<file path="src/rtl/toggle_channel_scheduler.sv">
`default_nettype none
// ============================================================================
// toggle_channel_scheduler: round-robin time-slot grant of one toggle channel
// at a time, with a forced all-off gap between slots.        Revision: 1.0
// ============================================================================
module toggle_channel_scheduler #(
    parameter int NUM_CH       = 4,
    parameter int DWELL_CYCLES = 1000,
    parameter int GAP_CYCLES   = 2
) (
    input  logic                      i_Clk,
    input  logic                      i_Rst,
    input  logic [NUM_CH-1:0]         i_Req,
    output logic [NUM_CH-1:0]         o_Enable,
    output logic [$clog2(NUM_CH)-1:0] o_Sel,
    output logic                      o_Busy,
    output logic                      o_Slot_Done
);

    localparam int SEL_W   = $clog2(NUM_CH);
    localparam int CNT_MAX = (DWELL_CYCLES > GAP_CYCLES) ? DWELL_CYCLES : GAP_CYCLES;
    localparam int CW      = $clog2(CNT_MAX) + 1;

    localparam logic [CW-1:0] DWELL_LAST = CW'(DWELL_CYCLES - 1);
    localparam logic [CW-1:0] GAP_LAST   = CW'(GAP_CYCLES - 1);

    typedef enum logic [1:0] {
        IDLE   = 2'd0,
        ACTIVE = 2'd1,
        GAP    = 2'd2
    } state_t;

    state_t              state_q, state_d;
    logic [CW-1:0]       count_q, count_d;
    logic [SEL_W-1:0]    ptr_q, ptr_d;
    logic [NUM_CH-1:0]   enable_q, enable_d;
    logic [SEL_W-1:0]    sel_q, sel_d;
    logic                busy_q, busy_d;
    logic                done_q, done_d;

    logic                win_found;
    logic [SEL_W-1:0]    winner;

    // Search starts one past the last winner, so the last grantee is lowest priority.
    always_comb begin
        logic [SEL_W-1:0] idx;
        win_found = 1'b0;
        winner    = '0;
        idx       = '0;
        for (int i = 1; i <= NUM_CH; i++) begin
            idx = SEL_W'((int'(ptr_q) + i) % NUM_CH);
            if (!win_found && i_Req[idx]) begin
                win_found = 1'b1;
                winner    = idx;
            end
        end
    end

    always_comb begin
        state_d  = state_q;
        count_d  = count_q;
        ptr_d    = ptr_q;
        enable_d = enable_q;
        sel_d    = sel_q;
        busy_d   = busy_q;
        done_d   = 1'b0;

        case (state_q)
            IDLE: begin
                if (win_found) begin
                    state_d  = ACTIVE;
                    enable_d = NUM_CH'(1) << winner;
                    sel_d    = winner;
                    ptr_d    = winner;
                    count_d  = '0;
                    busy_d   = 1'b1;
                end
            end

            ACTIVE: begin
                // An early drop wins over a simultaneous full slot: no pulse.
                if (!i_Req[sel_q]) begin
                    state_d  = GAP;
                    enable_d = '0;
                    count_d  = '0;
                end else if (count_q == DWELL_LAST) begin
                    state_d  = GAP;
                    enable_d = '0;
                    count_d  = '0;
                    done_d   = 1'b1;
                end else begin
                    count_d  = count_q + CW'(1);
                end
            end

            GAP: begin
                if (count_q == GAP_LAST) begin
                    count_d = '0;
                    if (win_found) begin
                        state_d  = ACTIVE;
                        enable_d = NUM_CH'(1) << winner;
                        sel_d    = winner;
                        ptr_d    = winner;
                    end else begin
                        state_d  = IDLE;
                        busy_d   = 1'b0;
                    end
                end else begin
                    count_d = count_q + CW'(1);
                end
            end

            default: begin
                state_d  = IDLE;
                enable_d = '0;
                count_d  = '0;
                busy_d   = 1'b0;
            end
        endcase
    end

    always_ff @(posedge i_Clk or posedge i_Rst) begin
        if (i_Rst) begin
            state_q  <= IDLE;
            count_q  <= '0;
            ptr_q    <= SEL_W'(NUM_CH - 1);
            enable_q <= '0;
            sel_q    <= '0;
            busy_q   <= 1'b0;
            done_q   <= 1'b0;
        end else begin
            state_q  <= state_d;
            count_q  <= count_d;
            ptr_q    <= ptr_d;
            enable_q <= enable_d;
            sel_q    <= sel_d;
            busy_q   <= busy_d;
            done_q   <= done_d;
        end
    end

    assign o_Enable    = enable_q;
    assign o_Sel       = sel_q;
    assign o_Busy      = busy_q;
    assign o_Slot_Done = done_q;

endmodule
`default_nettype wire

</file>
<file path="config.mk">
export PLATFORM = sky130hd
export DESIGN_NAME = toggle_channel_scheduler
export DESIGN_NICKNAME = d
export VERILOG_FILES = /design/src/rtl/toggle_channel_scheduler.sv
export SDC_FILE = /design/constraint.sdc
export NUM_CORES = 1
export LEC_CHECK = 0
export CAP_MARGIN = 20
export CORE_MARGIN = 2
export CORE_UTILIZATION = 26
export DETAILED_ROUTE_END_ITERATION = 10
export PLACE_DENSITY = 0.53
export SETUP_SLACK_MARGIN = 0.02
export SLEW_MARGIN = 25
export SYNTH_ARGS = -nofsm -noshare
export SYNTH_HDL_FRONTEND = slang
export SYNTH_SLANG_ARGS = --single-unit
</file>
<file path="constraint.sdc">
create_clock -name i_Clk -period 5.1 [get_ports i_Clk]
set_clock_uncertainty 0.15 [all_clocks]
set_input_delay 1.02 -clock i_Clk [delete_from_list [all_inputs] [get_ports i_Clk]]
set_output_delay 1.02 -clock i_Clk [all_outputs]
set_load 0.05 [all_outputs]
</file>
### Word level (Yosys, flattened, before mapping)

Cells that the tools add are included.

* flip-flop bits (word level): 23
* output and inout bits: 8
* logic and storage cells: 86

* add/subtract/negate cells: 5
* magnitude comparators: 5
* eq/ne operators: 8
* shift-type cells: 1
* mux-type cells: 47
* bitwise logic cells: 1
* reduce and logical (&&, ||, !) cells: 12

Operators by type and width (count)
* 11-bit two-way mux: 4
* 11-bit case mux with 3 select lines: 1
* 2-bit two-way mux: 12
* 1-bit two-way mux: 16
* 4-bit two-way mux: 4
* 2-bit by 3-bit < comparator with 1-bit output, second input constant: 5
* 4-bit case mux with 3 select lines: 1
* 11-bit by 1-bit adder with 11-bit output, second input constant: 1
* 11-bit by 1-bit == test with 1-bit output, second input constant: 1
* 11-bit by 10-bit == test with 1-bit output, second input constant: 1
* 1-bit binary-select mux with 2-bit select: 5
* 2-bit case mux with 2 select lines: 2
* 2-bit inequality test, second input constant: 3
* 2-bit case mux with 3 select lines: 1
* 2-bit by 1-bit adder with 2-bit output, second input constant: 2
* 2-bit adder, second input constant: 2
* 2-bit AND reduction: 2
* 4-bit AND reduction: 1
* 1-bit by 2-bit << shifter with 4-bit output, first input constant: 1
* 1-bit logical AND: 3
* 1-bit logical NOT: 3
* 3-bit inequality test, second input constant: 1
* 1-bit case mux with 3 select lines: 1
* 3-bit AND reduction: 1
* other kinds (5): 5

### Longest topological paths before layout

* word-level depth: 17
* depth in mapped cells: 8

### Worst setup path before layout

No wires, ideal clock.

* path type: input -> register
* start: in i_Req[2]
* end: reg busy_q, in the netlist o_Busy
* arrival time: 2.158 ns
* required time: 4.819 ns
* setup slack: 2.662 ns
* stages on the path: 5
* buffers on the path: 1
* cells stage by stage: nor4_1 and2_1 clkbuf_1 a2111oi_2 a2bb2oi_1

* word-level cells in the longest chain between the ends: 14
* elaborated cells on any way between the ends: 21
* those cells by class: eq/ne: 2; mux: 12; reduce/logical: 7

Ends and longest elaborated chain
* from (decl): line 13 `input logic [NUM_CH-1:0] i_Req,`
* 1-bit binary-select mux with 2-bit select: line 52 `if (!win_found && i_Req[idx]) begin`
* 1-bit two-way mux (not written as such): line 52
* 1-bit two-way mux: line 52
* 1-bit logical NOT: line 52
* 1-bit logical AND: line 52
* 1-bit two-way mux: line 52
* 1-bit logical NOT: line 52
* 1-bit logical AND: line 52
* 1-bit two-way mux: line 52
* 1-bit logical NOT: line 52
* 1-bit logical AND: line 52
* 1-bit two-way mux *: line 52
* 2-bit inequality test (no source line)
* 4-bit AND reduction (no source line) *
* to (signal assigned): line 137 `busy_q <= busy_d;`
* to (decl): line 38 `logic busy_q, busy_d;`

Every way passes the cells marked *; elsewhere a longest branch is shown, timed or not. The select of a mux whose other input is x is not followed.
A chain may end at the register's enable or synchronous reset.

### Worst setup path after layout

* start: in i_Req[3]
* end: reg count_q[6]

* word-level cells in the longest chain between the ends: 13
* elaborated cells on any way between the ends: 23
* those cells by class: eq/ne: 1; mux: 16; reduce/logical: 6

Ends and longest elaborated chain
* 1-bit binary-select mux with 2-bit select: line 52
* 1-bit two-way mux (not written as such): line 52
* 1-bit two-way mux: line 52
* 1-bit logical NOT: line 52
* 1-bit logical AND: line 52
* 1-bit two-way mux: line 52
* 1-bit logical NOT: line 52
* 1-bit logical AND: line 52
* 1-bit two-way mux: line 52
* 1-bit logical NOT: line 52
* 1-bit logical AND: line 52
* 1-bit two-way mux: line 52
* 2-bit inequality test (no source line)
* to (signal assigned): line 133 `count_q <= count_d;`
* to (decl): line 34 `logic [CW-1:0] count_q, count_d;`

Parallel ways exist; a longest one is shown, timed or not. The select of a mux whose other input is x is not followed.

==> metrics.cfg <==
[floorplan]
die_width_um=76.6
fp-row-count=26
dieArea_sq_um=5870
coreArea_sq_um=5110
ioPinCount=14
die_h_um=76.6
initial_core_util=0.268

[logic_synthesis]
synth_edf_count=0
ys_warn_count=0
ys_async_sr_fraction=1.00
syn_area_per_cell_sq_um=9.65
yosysUniqueCellTypes=49
yosys-top-cells-area=dfrtp_1, ha_1, nand2_1
yosysSeqAreaShare=0.422
synth_top_area_share=0.384
synth_flop_cell=dfrtp_1
syn_inst=142
syn-num-nets=154
synth_area_sq_um=1370
yosys_register_bits=23
yosys.area.top_type=dfrtp_1
synth_common_cells=dfrtp_1, nand2_1, inv_1
yosysMostFrequentCell=dfrtp_1

[finish]
nNetsFinal=167
syn2layout_area_growth_pct=17.2
insertedDiodeCount=0
final_cell_count_no_fill=224
drive_above_1_share=0.0779

[power_and_ir_drop]
peakVddDrop_uv=200
power_mw=0.840
power_density_nw_per_um2=523
power_leakage_nw=0.611

[setup_path]
reg2reg_setup_slack_ns=2.40
crit_type=in -> reg
worstReg2RegStart=state_q[1]
cp.arrival_ns=3.26
critPathMaxFanout=12
end_kind=flip-flop
crit_required_ns=5.11
start_kind=primary input
r2r_cells=7
r2r_end=count_q[6]

[min_path]
hold_start=o_Enable[3]
worstHoldPathType=reg -> reg
hold_path_depth=1
min_to=o_Enable[3]

[flow_run]
max_cap_viol_count=0

[routing]
remaining_drc_errors=0
ant_nets=0
num_vias=1126
post_drt_wl_per_cell_um=13.5
drt_iter0_drc=75
via_per_inst=5.03
drt_wl_total_um=3020
firstDrtPassIters=5

[sta]
finalSetupViolCount=0
fin_crit_sh=0.637
period_needed_ns=3.25
max_slew_margin=0.407
slew_viol_final=0
setup_tns_ns=0
fmax_mhz=308
finalHoldViolations=0
rsz0062_at_grt=no
worst_slew_pin_slew_ns=0.889

[clock_network]
clk_pin_slew_ns=0.09
htree_levels=1
post_cts_buffers=0
cts_made_buffers=3
clkLatencyLatePin_ns=0.26
cts_tree=built
clock-sinks=23
postCtsHoldBufs=0
cts-resized-gates=0
clockRootBuffer=clkbuf_8
clk_path_buf_depth=2

[global_routing]
grt_pass1_vias=1146
grt_max_degree=24
grt_antenna_before_repair=0
overflow=0
grtUsageTotal=0.108
grt_pass1_wl_um=5260

[placement]
port_buffers=13
hpwl_um=2350
gp_congestion=0.864
dpl.cell_count=220

[run_status]
status=finished, final reports clean

-- kinds of logic after synthesis --
kind of cell,share of synthesized area
AOI/OAI and AO/OA,0.203
xor gates and xnor gates,0.0192
adders and majority gates,0.0548
buffers and inverters,0.0429
DFF,0.422
muxes,0.0466
and+or+nand+nor,0.212
-- power breakdown --
group,internal [mW],switching (mW)
Combinational,0.172,0.275
Sequential,0.235,0.0427
Clock,0.0545,0.0597
-- flip-flops by register name, summed over array words and instances (netlist names) --
| name | count |
|---|---|
| o_Sel | 2 |
| o_Enable | 4 |
| o_Busy | 1 |
| o_Slot_Done | 1 |
| ptr_q | 2 |
| state_q | 2 |
| count_q | 11 |
-- per-stage QoR --
step	utilization	worst slack, ns	instance area [sq um]	hold slack, ns
3_3_place_gp	0.305	1.70	1560	0.334
5_1_grt	0.314	1.62	1610	0.371
3_5_place_dp	0.305	1.59	1560	0.327
4_1_cts	0.314	1.87	1610	0.347
6_report	0.314	1.85	1610	0.346
2_1_floorplan	-	2.66	1370	0.346
-- worst max-delay path, stage by stage --
cell and delay [ns]:
clkdlybuf4s50_1 0.57, mux2i_1 0.11, o22a_1 0.23, o21ai_1 0.62
nand3_1 0.37, o311ai_1 0.33
-- layout by cell type, fill, tap and decap left out, types with 6 or more instances in the layout --
master	n
dfrtp_1	21
nand2_1	18
inv_1	8
ha_1	6
clkdlybuf4s50_1	13
nor2_1	6
a21oi_1	7
nand3_1	6
-- cell type report --
| type | count | area (sq um) |
|---|---|---|
| multi-input combinational | 106 | 733 |
| timing repair buffer | 13 | 130 |
| clock buffer | 3 | 41.3 |
| inverter | 8 | 30.0 |
| fill | 536 | 3500 |
| sequential | 23 | 578 |
| clock inverter | 1 | 5.00 |
| tap | 70 | 87.6 |
-- worst max path at each step --
stage / startpoint / depth (start not counted) / slack, ns / to
2_1_floorplan: i_Req[2] / 5 / 2.66 / o_Busy
3_5_place_dp: i_Req[3] / 6 / 1.59 / count_q[6]
6_report: i_Req[3] / 6 / 1.85 / count_q[6]
5_1_grt: i_Req[1] / 6 / 1.62 / count_q[6]
4_1_cts: i_Req[3] / 6 / 1.87 / count_q[6]
3_3_place_gp: i_Req[3] / 6 / 1.70 / count_q[6]
-- metal layers --
metal  global-route usage  wire [um]  vias up
met5                    0          0        -
met3               0.0308        135        6
met1                0.136       1390      535
met4               0.0273         47        0
met2                0.181       1450       36
li1                     -          -      549
Note: power is estimated with default switching activity, not from simulation.
